<file path="config.mk">
export PLATFORM = sky130hd
export DESIGN_NAME = reg_file_mp_flat
export DESIGN_NICKNAME = d
export VERILOG_FILES = /design/src/rtl/reg_file_mp_pkg.sv /design/src/rtl/reg_file_mp_if.sv /design/src/rtl/reg_file_mp_pend_tracker.sv /design/src/rtl/reg_file_mp.sv /design/src/flat_wrapper.sv
export SDC_FILE = /design/constraint.sdc
export NUM_CORES = 2
export LEC_CHECK = 0
export ABC_CLOCK_PERIOD_IN_PS = 2800
export BUFFER_PORTS_ARGS = -buffer_cell sky130_fd_sc_hd__buf_2
export CAP_MARGIN = 0
export CELL_PAD_IN_SITES_DETAIL_PLACEMENT = 0
export CELL_PAD_IN_SITES_GLOBAL_PLACEMENT = 2
export CORE_ASPECT_RATIO = 0.8
export CORE_MARGIN = 5
export CORE_UTILIZATION = 51
export DETAILED_ROUTE_END_ITERATION = 10
export GPL_ROUTABILITY_DRIVEN = 0
export PLACE_DENSITY = 0.9
export SYNTH_ARGS = -nofsm -noshare
export SYNTH_HDL_FRONTEND = slang
export SYNTH_HIERARCHICAL = 1
export SYNTH_SLANG_ARGS = --single-unit
</file>
<file path="constraint.sdc">
create_clock -name clk -period 2.8 [get_ports clk]
set_clock_uncertainty 0.1 [all_clocks]
set_input_delay 0.56 -clock clk [delete_from_list [all_inputs] [get_ports clk]]
set_output_delay 0.56 -clock clk [all_outputs]
set_load 0.01 [all_outputs]
</file>
<file path="src/rtl/reg_file_mp_pkg.sv">
// Shared widths and types for the multi-port register file.
package rf_pkg;

    localparam int unsigned RF_DATA_W    = 32;
    localparam int unsigned RF_ADDR_W    = 5;
    localparam int unsigned RF_NUM_RD    = 2;
    localparam int unsigned RF_ZERO_ADDR = 0;

    typedef logic [RF_ADDR_W-1:0] rf_addr_t;
    typedef logic [RF_DATA_W-1:0] rf_data_t;

endpackage

</file>
<file path="src/rtl/reg_file_mp_if.sv">
// Decode/writeback-facing bus of the register file: write port, read ports, scoreboard.
interface reg_file_mp_if
    import rf_pkg::*;
#(
    parameter int unsigned DATA_W = RF_DATA_W,
    parameter int unsigned ADDR_W = RF_ADDR_W,
    parameter int unsigned NUM_RD = RF_NUM_RD
);

    logic                     wr_en;
    logic [ADDR_W-1:0]        wr_addr;
    logic [DATA_W-1:0]        wr_data;
    logic [NUM_RD-1:0]        rd_en;
    logic [NUM_RD*ADDR_W-1:0] rd_addr;
    logic [NUM_RD*DATA_W-1:0] rd_data;
    logic [NUM_RD-1:0]        rd_pend;
    logic                     pend_set;
    logic [ADDR_W-1:0]        pend_addr;
    logic [2**ADDR_W-1:0]     pend_vec;

    modport master (
        output wr_en, wr_addr, wr_data, rd_en, rd_addr, pend_set, pend_addr,
        input  rd_data, rd_pend, pend_vec
    );

    modport slave (
        input  wr_en, wr_addr, wr_data, rd_en, rd_addr, pend_set, pend_addr,
        output rd_data, rd_pend, pend_vec
    );

endinterface

</file>
<file path="src/rtl/reg_file_mp_pend_tracker.sv">
// Per-register pending scoreboard: a set (load issued) beats a same-address clear (writeback).
module rf_pend_tracker
    import rf_pkg::*;
#(
    parameter int unsigned ADDR_W   = RF_ADDR_W,
    parameter bit          ZERO_REG = 1'b1
) (
    input  logic                 clk,
    input  logic                 rst_n,
    input  logic                 set,
    input  logic [ADDR_W-1:0]    set_addr,
    input  logic                 clr,
    input  logic [ADDR_W-1:0]    clr_addr,
    output logic [2**ADDR_W-1:0] pend_vec,
    output logic [2**ADDR_W-1:0] pend_next_c
);

    // Clear first so a same-address set overrides it; entry 0 can never be pending.
    always_comb begin
        pend_next_c = pend_vec;
        if (clr) pend_next_c[clr_addr] = 1'b0;
        if (set) pend_next_c[set_addr] = 1'b1;
        if (ZERO_REG) pend_next_c[RF_ZERO_ADDR] = 1'b0;
    end

    always_ff @(posedge clk or negedge rst_n) begin
        if (!rst_n) pend_vec <= '0;
        else        pend_vec <= pend_next_c;
    end

endmodule

</file>
<file path="src/rtl/reg_file_mp.sv">
// Parametrised register file: one write port, NUM_RD registered read ports with
// write-first bypass, optional hard-wired zero register and a load scoreboard.
module reg_file_mp
    import rf_pkg::*;
#(
    parameter int unsigned DATA_W   = RF_DATA_W,
    parameter int unsigned ADDR_W   = RF_ADDR_W,
    parameter int unsigned NUM_RD   = RF_NUM_RD,
    parameter bit          ZERO_REG = 1'b1
) (
    input logic          clk,
    input logic          rst_n,
    reg_file_mp_if.slave bus
);

    localparam int unsigned DEPTH = 2**ADDR_W;

    if (NUM_RD < 1 || NUM_RD > 4) begin : g_bad_num_rd
        $error("reg_file_mp: NUM_RD must be in 1..4");
    end

    logic [DATA_W-1:0] mem [DEPTH];
    logic [DEPTH-1:0]  pendNext;
    logic              wrOk;
    logic [DATA_W-1:0] rdDataQ [NUM_RD];
    logic              rdPendQ [NUM_RD];

    always_comb begin
        wrOk = bus.wr_en && !(ZERO_REG && bus.wr_addr == ADDR_W'(RF_ZERO_ADDR));
    end

    // Storage array; a write to the zero register never lands.
    always_ff @(posedge clk or negedge rst_n) begin
        if (!rst_n) begin
            for (int i = 0; i < int'(DEPTH); i++) mem[i] <= '0;
        end else if (wrOk) begin
            mem[bus.wr_addr] <= bus.wr_data;
        end
    end

    rf_pend_tracker #(
        .ADDR_W   (ADDR_W),
        .ZERO_REG (ZERO_REG)
    ) u_pend (
        .clk         (clk),
        .rst_n       (rst_n),
        .set         (bus.pend_set),
        .set_addr    (bus.pend_addr),
        .clr         (bus.wr_en),
        .clr_addr    (bus.wr_addr),
        .pend_vec    (bus.pend_vec),
        .pend_next_c (pendNext)
    );

    for (genvar p = 0; p < int'(NUM_RD); p++) begin : g_rd
        logic [ADDR_W-1:0] rdAddr;
        logic [DATA_W-1:0] srcData;
        logic              srcPend;

        // Write-first bypass and post-update pending view; zero register overrides both.
        always_comb begin
            rdAddr  = bus.rd_addr[p*ADDR_W +: ADDR_W];
            srcData = mem[rdAddr];
            srcPend = pendNext[rdAddr];
            if (wrOk && bus.wr_addr == rdAddr) srcData = bus.wr_data;
            if (ZERO_REG && rdAddr == ADDR_W'(RF_ZERO_ADDR)) begin
                srcData = '0;
                srcPend = 1'b0;
            end
        end

        always_ff @(posedge clk or negedge rst_n) begin
            if (!rst_n) begin
                rdDataQ[p] <= '0;
                rdPendQ[p] <= 1'b0;
            end else if (bus.rd_en[p]) begin
                rdDataQ[p] <= srcData;
                rdPendQ[p] <= srcPend;
            end
        end
    end

    always_comb begin
        bus.rd_data = '0;
        bus.rd_pend = '0;
        for (int p = 0; p < int'(NUM_RD); p++) begin
            bus.rd_data[p*DATA_W +: DATA_W] = rdDataQ[p];
            bus.rd_pend[p]                  = rdPendQ[p];
        end
    end

endmodule
</file>
<file path="src/flat_wrapper.sv">
// flat-port wrapper written by rule: the top's interface ports become plain ports
module reg_file_mp_flat import rf_pkg::*;
#(
    parameter int unsigned DATA_W   = RF_DATA_W,
    parameter int unsigned ADDR_W   = RF_ADDR_W,
    parameter int unsigned NUM_RD   = RF_NUM_RD,
    parameter bit          ZERO_REG = 1'b1
)
  (clk, rst_n, bus_wr_en, bus_wr_addr, bus_wr_data, bus_rd_en, bus_rd_addr, bus_pend_set, bus_pend_addr, bus_rd_data, bus_rd_pend, bus_pend_vec);
  reg_file_mp_if #(.DATA_W(DATA_W), .ADDR_W(ADDR_W), .NUM_RD(NUM_RD)) bus_i ();
  input logic clk;
  input logic rst_n;
  input wire logic [$bits(bus_i.wr_en)-1:0] bus_wr_en;
  input wire logic [$bits(bus_i.wr_addr)-1:0] bus_wr_addr;
  input wire logic [$bits(bus_i.wr_data)-1:0] bus_wr_data;
  input wire logic [$bits(bus_i.rd_en)-1:0] bus_rd_en;
  input wire logic [$bits(bus_i.rd_addr)-1:0] bus_rd_addr;
  input wire logic [$bits(bus_i.pend_set)-1:0] bus_pend_set;
  input wire logic [$bits(bus_i.pend_addr)-1:0] bus_pend_addr;
  output wire logic [$bits(bus_i.rd_data)-1:0] bus_rd_data;
  output wire logic [$bits(bus_i.rd_pend)-1:0] bus_rd_pend;
  output wire logic [$bits(bus_i.pend_vec)-1:0] bus_pend_vec;
  assign bus_i.wr_en = bus_wr_en;
  assign bus_i.wr_addr = bus_wr_addr;
  assign bus_i.wr_data = bus_wr_data;
  assign bus_i.rd_en = bus_rd_en;
  assign bus_i.rd_addr = bus_rd_addr;
  assign bus_i.pend_set = bus_pend_set;
  assign bus_i.pend_addr = bus_pend_addr;
  assign bus_rd_data = bus_i.rd_data;
  assign bus_rd_pend = bus_i.rd_pend;
  assign bus_pend_vec = bus_i.pend_vec;
  reg_file_mp #(.DATA_W(DATA_W), .ADDR_W(ADDR_W), .NUM_RD(NUM_RD), .ZERO_REG(ZERO_REG)) u_core (.clk(clk), .rst_n(rst_n), .bus(bus_i));
endmodule
</file>
Word-level counts from Yosys, hierarchy flattened:

Index checks and enable logic that the tools add are counted.
Widths: inputs -> output; s select.

* flip-flop bits (word level): 1121
* word-level logic and storage cells: 90
* output and inout bits: 98

* equal/unequal tests: 2
* bitwise operators: 6
* reduce and logical (&&, ||, !) cells: 10
* $lt $le $gt $ge: 10
* mux-type cells: 25

Operator list (number)
* $bwmux 1024: 1
* $mux 32: 11
* $bmux 32 s5: 2
* $demux 32 s5: 1
* $and 32x32->32: 1
* $not 32->32: 1
* $or 32x32->32: 1
* $lt 5x6->1 const B: 4
* $ge 6x6->1 const B: 3
* $not 5->6: 3
* $logic_not 5->1: 3
* $bmux 1 s5: 2
* $demux 1 s5: 2
* $eq 5x5->1: 2
* $ge 5x1->1 const B: 2
* $logic_and 1x1->1: 6
* $lt 6x1->1 const B: 1
* $mux 1: 6
* $logic_not 1->1: 1

Longest topological paths before layout:

* word-level depth: 12
* depth in mapped cells: 8
* mapped depth without buffers: 7

By module:

The synthesis kept the hierarchy.

By module, submodules not included
* reg_file_mp: instances 1, area an instance 57584.0 um^2, cells each 3672, seq. area each 27276.2 um^2
* rf_pend_tracker: instances 1, area an instance 1285.0 um^2, cells each 122, seq. area each 775.7 um^2

Worst setup path before layout:

No wires, ideal clock.

* path kind: in2reg
* start point: input bus_wr_addr[2]
* end point: register u_core.rdPendQ, in the netlist u_core/bus.rd_pend[0]
* data arrival time: 2358 ps
* library setup time: 126 ps
* stages on the path: 7
* setup slack: 216 ps
* required time: 2574 ps
* buffers on the path: 0
* cells stage by stage: or3_1 o21ai_0 o21ai_0 mux4_2 nor2b_1 a211o_1 a221o_1

* longest elaborated chain between the ends: 12
* elaborated cells on any way between the ends: 13

RTL lines
* start, declared: line flat_wrapper.sv:14 `input wire logic [$bits(bus_i.wr_addr)-1:0] bus_wr_addr;`
* $lt 5x6->1 (implied by the code) / $ge 5x1->1 (equally long branches): line reg_file_mp_pend_tracker.sv:21 `if (clr) pend_next_c[clr_addr] = 1'b0;`
* $logic_and 1x1->1 (implied by the code): line reg_file_mp_pend_tracker.sv:21
* $mux 1 (implied by the code): line reg_file_mp_pend_tracker.sv:21
* $demux 1 s5 (*): line reg_file_mp_pend_tracker.sv:21
* $not 32->32 (no line) (*)
* $and 32x32->32 (no line) (*)
* $mux 32 (*): line reg_file_mp_pend_tracker.sv:21
* $or 32x32->32 (no line)
* $mux 32 (*): line reg_file_mp_pend_tracker.sv:22 `if (set) pend_next_c[set_addr] = 1'b1;`
* net u_core.pendNext[3]: line reg_file_mp.sv:23 `logic [DEPTH-1:0] pendNext;`
* $bmux 1 s5 (*): line reg_file_mp.sv:64 `srcPend = pendNext[rdAddr];`
* $mux 1 (implied by the code) (*): line reg_file_mp.sv:64
* $mux 1 (*): line reg_file_mp.sv:66 `if (ZERO_REG && rdAddr == ADDR_W'(RF_ZERO_ADDR)) begin`
* end signal, assigned by index: line reg_file_mp.sv:78 `rdPendQ[p] <= srcPend;`
* end, declared: line reg_file_mp.sv:26 `logic rdPendQ [NUM_RD];`

The timed path passes the listed nets; every way through them passes the cells marked *. The select of a mux whose other input is x is not followed.
A chain may end at the register's enable or synchronous reset.

Worst setup path after layout:

Same ends and word-level chain as after synthesis.

==> flow_summary.yaml <==
drt:
  dr.pass1.iters: 5
  vias: 37451
  wirelength_um: 178000
  routedWlPerCell_um: 32.2
  detail_route.vias_per_cell: 6.78
  drcViolationCount: 0
  ant_nets: 0
  initialDrtViolationCount: 3410
power:
  cellLeakagePower_nw: 28.7
  vdd_drop_max_mv: 0.604
  power.density_nw_per_um2: 716
floorplanning:
  dieArea_um2: 122000
  rows: 111
  dieHeight_um: 314
  boundaryPins: 156
  fp.coreArea_um2: 115000
  die_w_um: 390
  start_util: 0.514
yosys:
  synth_cell_type_count: 41
  synth.avg_cell_area_um2: 15.5
  synth_area_leaders: "dfrtp_1, mux4_2, mux2_2"
  yosys_warnings: 6
  syn_inst: 3794
  synth_seq_cells: 1121
  synth_area_um2: 58900
  yosysTopAreaCellShare: 0.477
  synth_top_area_cell: "dfrtp_1"
  ys_seq_area_frac: 0.477
sta:
  hold_viol_final: 0
  setup_ws_ps: 667
  tns_ps: 0
  setup_viol: 0
  finalCritPeriodShare: 0.762
  fmax_mhz: 469
  rsz0062_at_grt: "false"
  hold-worst-slack_ps: 173
  min_period_ps: 2130
  drv_slew: 0
  max-slew-margin-rel: 0.160
  worst_slew_pin_slew_ps: 1260
setup_path:
  slowest_delay_ps: 460
  crit_slowest_cell: "mux4_2"
  worstPathRequired_ps: 3320
  startpoint_type: "primary input"
  path_max_fanout: 3
  worstPathCellList: "buf_2, or3_1, o21ai_0, o21ai_0, mux4_2, nor2b_1, a211o_1, a221o_1"
  crit_family: "compound AO/OA/AOI/OAI gates"
  critPathArrivalTime_ps: 2650
  path_common_cell: "o21ai_0"
  path_buf_inv: 1
  path_class: "in -> reg"
  cp-end-kind: "register"
placement:
  io_buffers: 154
  placed_area_um2: 63200
  place_ws_ps: -63.2
  dp_hpwl_um: 113000
  place_inst: 5308
clock_network:
  clk_pin_slew_ps: 60
  clock_latency_ps: 760
  cts_sinks: 1121
  h-tree-depth: 3
  cts_resized: 0
  cts_inserted_buffers: 114
  cts-root-buf: "clkbuf_16"
  cts_tree: "done"
  clk_path_buf_depth: 3
final_layout:
  drive_gt1_frac: 0.564
  finalNonFillerCells: 5524
  stdcell_area_um2: 67300
  syn_to_final_growth_pct: 14.2
  nNetsFinal: 3958
grt:
  grt_pass1_wl_um: 265000
  antenna_found_initial: 4
  overflow: 0
  track_usage: 0.292
  grt_pass1_vias: 38862
  grt_max_degree: 96
job:
  drv_cap: 0
min_path:
  hp-class: "in -> reg"
status:
  status: "finished clean"
what timing repair did:
action / in CTS / in global routing
buffers inserted: 0 / 0
hold buffers: 1 / 0
setup endpoints to repair: 0 / 0
endpoints found under the hold margin: 8 / 0
area by class of cell:
class,instances,area [um^2]
inverter,67,251
sequential,1121,28100
fill,8720,47300
clock buffer,174,3470
antenna,2,5.00
multi-input combinational,2171,28800
timing repair buffer,425,4190
tap,1525,1910
clock inverter,39,546
per-stage QoR:
stage | util | power [mW]
after floorplan | - | 28.5
after global routing | 0.587 | 50.2
after detailed placement | 0.552 | 32.1
after global placement | 0.552 | 31.6
after CTS | 0.587 | 48.4
final | 0.587 | 48.2
cells in the mapped netlist, drive strengths merged:
cell and n:
a221o 2, nand3 8, or2 3, nor2b 72, o221ai 64, dfrtp 1121, o41ai 2, nor2 88
clkinv 64, mux2 992, mux4 590, a211o 4, o21ai 62, nand2 24, a22o 128, nand2b 2
or3 3, a41oi 66, and3 1, a211oi 2, a2111oi 2, nand3b 18, o221a 2, conb 1
buf 192, o41a 2, a21o 2, and2 2, nor3 4, clkbuf 244, xor2 10, mux2i 4
or3b 6, inv 3, nor3b 4
logic make-up after synthesis:
family / after synthesis / synth area share
multiplexers: 1586 / 0.416
AND/OR/NAND/NOR: 235 / 0.0210
buffers and inverters: 503 / 0.0377
flip-flops: 1121 / 0.477
AO/OA/AOI/OAI: 338 / 0.0471
other: 1 / 0.0000637
XOR/XNOR: 10 / 0.00149
placed cells by master (no fill, tap or decap), drive strengths merged, types with 3 or more instances in the layout:
cell / instances
mux2i: 4
nand3b: 18
xor2: 10
a41oi: 66
clkinv: 83
o221ai: 64
clkbuf: 174
nand3: 8
nor2b: 72
nand2: 24
a22o: 128
dfrtp: 1121
nor3b: 4
bufinv: 10
mux4: 590
or3: 3
or3b: 6
clkinvlp: 6
o21ai: 62
inv: 7
nor2: 88
or2: 3
nor3: 4
a211o: 4
mux2: 992
buf: 424
path summary, 6_finish.rpt:
path                                      startpoint                        end  slack, ps  depth (start not counted)
min in group asynchronous                      rst_n            u_core/mem[965]        290                          2
setup reg to reg           u_core/u_pend/pend_vec[1]      u_core/bus.rd_pend[0]        700                          6
setup / recovery                      bus_wr_addr[2]      u_core/bus.rd_pend[0]        670                          8
hold / removal                      bus_pend_addr[2]  u_core/u_pend/pend_vec[6]        170                          3
max in group asynchronous                      rst_n             u_core/mem[94]       1320                          3
hold reg to reg                     u_core/mem[1013]           u_core/mem[1013]        300                          0
worst min-delay path, stage by stage:
cell and delay [ps]:
buf_2 160, nand2_1 150, o21ai_1 110
sequential cells by signal, summed over array words and instances (netlist names):
signal	flops
u_core/mem	1024
u_core/bus.rd_pend	2
u_core/u_pend/pend_vec	31
u_core/bus.rd_data	64
layer usage:
layer	vias to the layer above	global-route usage	part of all wire
li1	15023	-	-
met1	20370	0.412	0.41
met2	1713	0.455	0.47
met3	345	0.0717	0.089
met4	0	0.0897	0.033
met5	-	0	0
where the power goes:
part           switching [mW]  leakage [nW]  internal, mW  total [mW]
registers                2.30          14.4          19.3        21.6
logic                    4.07          12.4          6.18        10.2
clock network            6.82          1.97          9.47        16.3
total                    13.2          28.7          35.0        48.2
Note: power is estimated with default switching activity, not from simulation.
